--- src/rtl/rr_burst_scheduler.sv ---
// rr_burst_scheduler
// Round-robin owner of a single shared burst resource. A grant stays with its
// owner until the owner signals done, drops its request, or reaches MAX_HOLD
// cycles. Every release is followed by one dead cycle, so two grants can never
// overlap. All outputs come straight from registers.
module rr_burst_scheduler #(
    parameter int N        = 4,
    parameter int MAX_HOLD = 16,
    parameter int IDW      = $clog2(N)
) (
    input  logic           clk,
    input  logic           rst,
    input  logic [N-1:0]   req,
    input  logic [N-1:0]   done,
    output logic [N-1:0]   gnt,
    output logic           gnt_valid,
    output logic [IDW-1:0] gnt_id,
    output logic           tmo,
    output logic [IDW-1:0] tmo_id
);

    localparam int CW = $clog2(MAX_HOLD + 1);

    typedef enum logic [1:0] {
        S_IDLE,
        S_BUSY,
        S_GAP
    } state_t;

    state_t         r_state;
    logic [N-1:0]   r_gnt;
    logic           r_gnt_valid;
    logic [IDW-1:0] r_gnt_id;
    logic           r_tmo;
    logic [IDW-1:0] r_tmo_id;
    logic [CW-1:0]  r_hold_cnt;
    logic [IDW-1:0] r_last_owner;

    logic           w_pick_valid;
    logic [IDW-1:0] w_pick_id;
    logic [IDW-1:0] w_cand;
    logic           w_done_own;
    logic           w_req_own;
    logic           w_at_limit;
    logic           w_release;

    // Round-robin pick: first requester after last_owner, scanning mod N.
    // NOTE: every always_comb output gets a default before any branch, so no
    // path leaves a value unassigned and no latch is inferred.
    always_comb begin
        w_pick_valid = 1'b0;
        w_pick_id    = '0;
        w_cand       = '0;
        // Scan from farthest to nearest so the nearest set bit is written last.
        for (int k = N; k >= 1; k--) begin
            w_cand = IDW'((int'(r_last_owner) + k) % N);
            if (req[w_cand]) begin
                w_pick_valid = 1'b1;
                w_pick_id    = w_cand;
            end
        end
    end

    // Release conditions for the current owner; done/req of others are ignored.
    always_comb begin
        w_done_own = done[r_gnt_id];
        w_req_own  = req[r_gnt_id];
        w_at_limit = (r_hold_cnt == CW'(MAX_HOLD));
        w_release  = w_done_own | ~w_req_own | w_at_limit;
    end

    // Scheduler FSM with registered grant, id and timeout outputs.
    // NOTE: sequential state uses non-blocking assignments so every register
    // samples pre-edge values regardless of statement order.
    always_ff @(posedge clk or posedge rst) begin
        if (rst) begin
            r_state      <= S_IDLE;
            r_gnt        <= '0;
            r_gnt_valid  <= 1'b0;
            r_gnt_id     <= '0;
            r_tmo        <= 1'b0;
            r_tmo_id     <= '0;
            r_hold_cnt   <= '0;
            // Pointer parked on the last requester so requester 0 wins first.
            r_last_owner <= IDW'(N - 1);
        end else begin
            r_tmo <= 1'b0;
            case (r_state)
                S_IDLE, S_GAP: begin
                    if (w_pick_valid) begin
                        r_state     <= S_BUSY;
                        r_gnt       <= N'(1) << w_pick_id;
                        r_gnt_valid <= 1'b1;
                        r_gnt_id    <= w_pick_id;
                        r_hold_cnt  <= CW'(1);
                    end else begin
                        r_state <= S_IDLE;
                    end
                end
                S_BUSY: begin
                    if (w_release) begin
                        r_state      <= S_GAP;
                        r_gnt        <= '0;
                        r_gnt_valid  <= 1'b0;
                        r_gnt_id     <= '0;
                        r_hold_cnt   <= '0;
                        r_last_owner <= r_gnt_id;
                        // A voluntary release in the same cycle suppresses the timeout.
                        if (w_req_own && !w_done_own) begin
                            r_tmo    <= 1'b1;
                            r_tmo_id <= r_gnt_id;
                        end
                    end else begin
                        r_hold_cnt <= r_hold_cnt + CW'(1);
                    end
                end
                default: begin
                    r_state <= S_IDLE;
                end
            endcase
        end
    end

    assign gnt       = r_gnt;
    assign gnt_valid = r_gnt_valid;
    assign gnt_id    = r_gnt_id;
    assign tmo       = r_tmo;
    assign tmo_id    = r_tmo_id;

endmodule

--- config.mk ---
export PLATFORM = sky130hd
export DESIGN_NAME = rr_burst_scheduler
export DESIGN_NICKNAME = d
export VERILOG_FILES = /design/src/rtl/rr_burst_scheduler.sv
export SDC_FILE = /design/constraint.sdc
export NUM_CORES = 1
export LEC_CHECK = 0
export ABC_AREA = 1
export BUFFER_PORTS_ARGS = -buffer_cell sky130_fd_sc_hd__clkbuf_2
export CORE_ASPECT_RATIO = 0.7
export CORE_MARGIN = 2
export CORE_UTILIZATION = 45
export DETAILED_ROUTE_END_ITERATION = 8
export HOLD_SLACK_MARGIN = 0.1
export PLACE_DENSITY = 0.67
export SYNTH_ARGS = -nofsm -noshare
export SYNTH_HDL_FRONTEND = slang
export SYNTH_SLANG_ARGS = --single-unit
--- constraint.sdc ---
create_clock -name clk -period 2.35 [get_ports clk]
set_clock_uncertainty 0.1 [all_clocks]
set_input_delay 0.1175 -clock clk [delete_from_list [all_inputs] [get_ports clk]]
set_output_delay 0.1175 -clock clk [all_outputs]
set_load 0.01 [all_outputs]
Word level (Yosys, flattened, before mapping)
Index checks and enable logic that the tools add are counted.
{"block": "op_classes", "addsub": 5, "n_reduce_logical": 9, "eq_ne": 5, "n_bitwise": 3, "shifts": 1, "magnitude_cmp": 5, "muxes": 38}
{"cell": "2-to-1 mux 1 bit", "n": 16}
{"cell": "less-than comparator 2 x 3 -> 1 bit, second input constant", "n": 5}
{"cell": "2-to-1 mux 2 bit", "n": 7}
{"cell": "binary-select mux 1 bit (select 2 bit)", "n": 6}
{"cell": "2-to-1 mux 5 bit", "n": 2}
{"cell": "one-hot mux 5 bit (2 select lines)", "n": 1}
{"cell": "2-to-1 mux 4 bit", "n": 2}
{"cell": "one-hot mux 2 bit (2 select lines)", "n": 2}
{"cell": "one-hot mux 4 bit (2 select lines)", "n": 1}
{"cell": "AND reduction 3 bit", "n": 2}
{"cell": "adder 5 x 1 -> 5 bit, second input constant", "n": 1}
{"cell": "equality test 5 bit, second input constant", "n": 1}
{"cell": "adder 2 x 1 -> 2 bit, second input constant", "n": 2}
{"cell": "adder 2 bit, second input constant", "n": 2}
{"cell": "inequality test 2 bit, second input constant", "n": 2}
{"cell": "AND reduction 2 bit", "n": 2}
{"cell": "left shift 1 x 2 -> 4 bit, first input constant", "n": 1}
{"cell": "equality test 2 x 1 -> 1 bit, second input constant", "n": 1}
{"cell": "equality test 2 bit, second input constant", "n": 1}
{"cell": "logical NOT 2 bit", "n": 1}
{"cell": "OR 1 bit", "n": 2}
{"cell": "one-hot mux 1 bit (2 select lines)", "n": 1}
{"cell": "nonzero test 2 bit", "n": 1}
{"cell": "OR reduction 2 bit", "n": 1}
{"cell": "3 further kinds", "n": 3}
{"block": "totals", "wordCells": 74, "reg_bits": 19, "inputBits": 10}

Longest topological paths before layout
{"block": "logic_depth", "word_depth": 10, "ltp_mapped": 13, "mapped_depth_nobuf": 12}

Worst setup path after synthesis
No wires, ideal clock.
{"block": "synth_path", "path_kind": "reg-to-reg", "start": "register r_last_owner[0]", "end": "register r_gnt[2] (netlist: gnt[2])", "setup_ps": 120, "slack_ps": 853, "arrival_time_ps": 1277, "path_stages_with_launch": 12, "cell_sequence": "dfstp_2 buf_6 inv_8 nand2_2 nand2_1 nor2b_4 nand2_2 nand2_4 nand2_4 nand2_4 nand2_1 o21ai_2"}
{"block": "synth_between", "elab_chain_len": 10, "word_cells_on_any_way": 25, "cone_classes": "4 x add/sub; 1 x eq/ne; 1 x shift; 18 x mux; 1 x reduce/logical"}
{"item": "start, declared", "line": "37", "source": "logic [IDW-1:0] r_last_owner;"}
{"item": "start signal, assigned", "line": "85", "source": "r_last_owner <= IDW'(N - 1);"}
{"item": "start signal, assigned", "line": "107", "source": "r_last_owner <= r_gnt_id;"}
{"item": "adder 2 x 1 -> 2 bit", "line": "56", "source": "w_cand = IDW'((int'(r_last_owner) + k) % N);"}
{"item": "binary-select mux 1 bit (select 2 bit)", "line": "57", "source": "if (req[w_cand]) begin"}
{"item": "2-to-1 mux 1 bit (implied by the code)", "line": "57"}
{"item": "2-to-1 mux 2 bit (4 in a row)", "line": "57"}
{"item": "left shift 1 x 2 -> 4 bit", "line": "92", "source": "r_gnt <= N'(1) << w_pick_id;"}
{"item": "2-to-1 mux 4 bit", "line": "90", "source": "if (w_pick_valid) begin"}
{"item": "one-hot mux 4 bit (2 select lines)", "line": "88", "source": "case (r_state)"}
{"item": "end signal, assigned", "line": "92"}
{"item": "end, declared", "line": "31", "source": "logic [N-1:0] r_gnt;"}
Parallel ways exist; a longest one is shown, timed or not. The select of a mux whose other input is x is not followed.
A chain may end at the register's enable or synchronous reset.

Worst setup path after layout
{"block": "layout_path", "start": "register r_last_owner[0]", "end": "register r_gnt[1] (netlist: gnt[1])"}
Same word-level chain as after synthesis.

==> flow_summary.json <==
{
  "hold_buffers": 1,
  "multi_input_area_um2": 554,
  "synth-main-ff-cell": "dfrtp_1",
  "drc_errors": 0,
  "synthArstFlopShare": 1.00,
  "fp.dieW_um": 64.0,
  "grt_overflow_total": 0,
  "ys_types": 25,
  "tns_ns": 0,
  "drive_above_1_share": 0.257,
  "regArea_um2": 478,
  "dieArea_mm2": 0.00294,
  "final_cells": 205,
  "synthCells": 148,
  "yosysWarnings": 0,
  "max-cap-violations": 0,
  "syn_area_per_cell_um2": 7.66,
  "synth_top_family_by_area": "simple AND/OR/NAND/NOR gates",
  "port_buffers": 19,
  "grt_pass1_wl_um": 3930,
  "ant_nets": 0,
  "wl_met2_um": 909,
  "wl_um": 2290,
  "muxShareOfSynthArea": 0,
  "yosysTopAreaCell": "dfrtp_1",
  "first_global_vias": 862,
  "area_delta_synth_final_pct": 14.5,
  "wl_per_cell_um": 11.2,
  "rr_endpoint": "gnt[1]",
  "synth.cell_area_mm2": 0.00113,
  "critPathLaunch": "r_last_owner[0]",
  "final-hold-violation-count": 0,
  "crit_type": "flip-flop to flip-flop",
  "first_pass_iters": 4,
  "numCtsBuffers": 3,
  "dp_hpwl_um": 1820,
  "synth.top_cells.by_count": "51 x nand2_1, 19 x inv_1, 17 x dfrtp_1",
  "slowest_stage": "dfstp_2",
  "ctsResizeCount": 0,
  "synth_fa_ha_area_frac": 0.0221,
  "fin_nets": 184,
  "diodes": 0,
  "place_ws_ns": 0.699,
  "cts_setup_buffers": 0,
  "track_usage": 0.180,
  "synth_seq_area_share": 0.422,
  "critPathLaunchType": "flip-flop",
  "synth_compound_area_frac": 0.0740,
  "clk_latency_ns": 0.31,
  "start_util": 0.468,
  "power_uw": 1560,
  "grt_max_degree": 20,
  "power_density_mw_per_mm2": 1200,
  "tightest_slew_ns": 0.704,
  "p_leak_uw": 0.000726,
  "cpMostUsedCell": "nand2_1",
  "initialDrtViolationCount": 51,
  "cts-root-buf": "clkbuf_4",
  "place_inst": 200,
  "vias_per_cell": 4.66,
  "fillers": 246,
  "synth_nets": 160,
  "reg2regPathDepth": 11,
  "cp_cell_sequence": "inv_8, nand2_2, nand2_2, nand2_1, nand2_1, nand2_1, nand2_1, nand2_1, nand2_2, nand3_1, nand2_1",
  "yosysTopAreaCellShare": 0.375,
  "status": "complete, no violations",
  "drv_slew": 0,
  "rsz0062_at_grt": "no",
  "synth_xor_area_frac": 0.0232,
  "slowest_delay_ns": 0.68,
  "synth_area_leaders": "dfrtp_1 38%, nand2_1 17%, inv_1 6.3%, nand3_1 6.2%, dfstp_2 4.6%",
  "met1_length_um": 1240,
  "post-route-util": 0.536,
  "cp-end-kind": "flip-flop",
  "fin_crit_ns": 1.69,
  "critical_path.max_fanout": 9,
  "clock-sinks": 19,
  "worstHoldStart": "req[3]",
  "core-area_mm2": 0.00242,
  "cts_tree": "done",
  "placementRows": 15,
  "relSlewSlack": 0.530,
  "ys_ff_latch": 19,
  "crit_arrival_ns": 1.79,
  "reg2reg_from": "r_last_owner[0]",
  "cts.path.max_buffers": 2,
  "clkTransAtPathRegs_ns": 0.11,
  "synthSimpleGateAreaFrac": 0.370,
  "routabilityCongestion": 0.858,
  "synth_edf_count": 0,
  "fmax_mhz": 591,
  "num_vias": 956,
  "reg2reg_slack_ns": 0.66,
  "required_ns": 2.45,
  "antenna_found_initial": 0,
  "die_height_um": 46.0,
  "finalWorstSetupSlack_ns": 0.659,
  "hp-class": "input pin to flip-flop",
  "highest_layer": "met4",
  "ios": 20,
  "endpoint": "gnt[1]",
  "setup_viol": 0,
  "post-synth-top-count-cell": "nand2_1",
  "post-route-period-util": 0.720,
  "vdd_drop_max_mv": 0.521,
  "wl_met3_um": 129,
  "htreeDepth": 1
}
[worst min path at each step]
stage	cells past startpoint	slack, ns	to
after global placement	2	0.14	gnt[3]
after global routing	7	0.30	r_state[0]
after detailed placement	2	0.15	gnt[3]
after floorplan	1	-0.03	gnt[0]
after CTS	7	0.27	r_state[0]
final	7	0.27	r_state[0]
[per-stage QoR]
step | hold slack, ns | cell area (um^2)
3_3_place_gp | 0.137 | 1260
6_report | 0.268 | 1300
5_1_grt | 0.302 | 1300
3_5_place_dp | 0.150 | 1260
2_1_floorplan | -0.0329 | 1130
4_1_cts | 0.266 | 1300
[placed cells by master, fill, tap and decap left out]
cell / instances
dfstp_2: 2
nor2_2: 1
inv_2: 2
nand3b_1: 3
inv_8: 1
clkbuf_4: 3
nor2_1: 4
inv_1: 19
dfrtp_1: 17
clkinv_2: 1
o31ai_1: 1
xor2_1: 2
nand3_1: 14
o21ai_2: 2
clkbuf_2: 19
nand4_1: 1
a21oi_1: 1
dlygate4sd3_1: 1
nand2_1: 51
xnor2_1: 1
nor2b_4: 1
nor3_1: 1
nand2_2: 7
o21ai_1: 1
a21oi_2: 1
ha_1: 2
o21ai_0: 8
nand2_4: 4
[registers in the layout, indices dropped and copies added (netlist names)]
name and count:
gnt 4, gnt_valid 1, r_state 2, r_hold_cnt 5, gnt_id 2, tmo_id 2, r_last_owner 2, tmo 1
[power by group]
group          leakage, uW  switching, uW  internal [uW]
Clock            0.0000177            106           63.6
Sequential        0.000243           97.4            439
Combinational     0.000465            560            290
Total             0.000726            763            793
[metal layers]
layer  up-vias  track usage
li1        509            -
met5         -            0
met1       422        0.254
met2        23        0.269
met4         0       0.0391
met3         2       0.0594
[cells by family (layout without fill, tap and decap cells)]
kind of cell	Yosys count	count (layout)
buffers and inverters	23	46
DFF	19	19
and+or+nand+nor	87	87
AOI/OAI and AO/OA	14	14
adders and majority gates	2	2
xor gates and xnor gates	3	3
[critical path, delay by kind of cell (launching register included)]
| family | cells | cell delay (ns) |
|---|---|---|
| flip-flops | 1 | 0.68 |
| buffers and inverters | 1 | 0.07 |
| AND/OR/NAND/NOR | 10 | 0.72 |
[cell type report]
type	count	area share
clock buffers	3	0.0174
well taps	34	0.0328
inverters	22	0.0694
repair buffers	20	0.0810
flip-flops and latches	19	0.368
clock inverters	1	0.00386
multi-input cells	106	0.427
No activity file was read; power rests on OpenSTA's default activity.
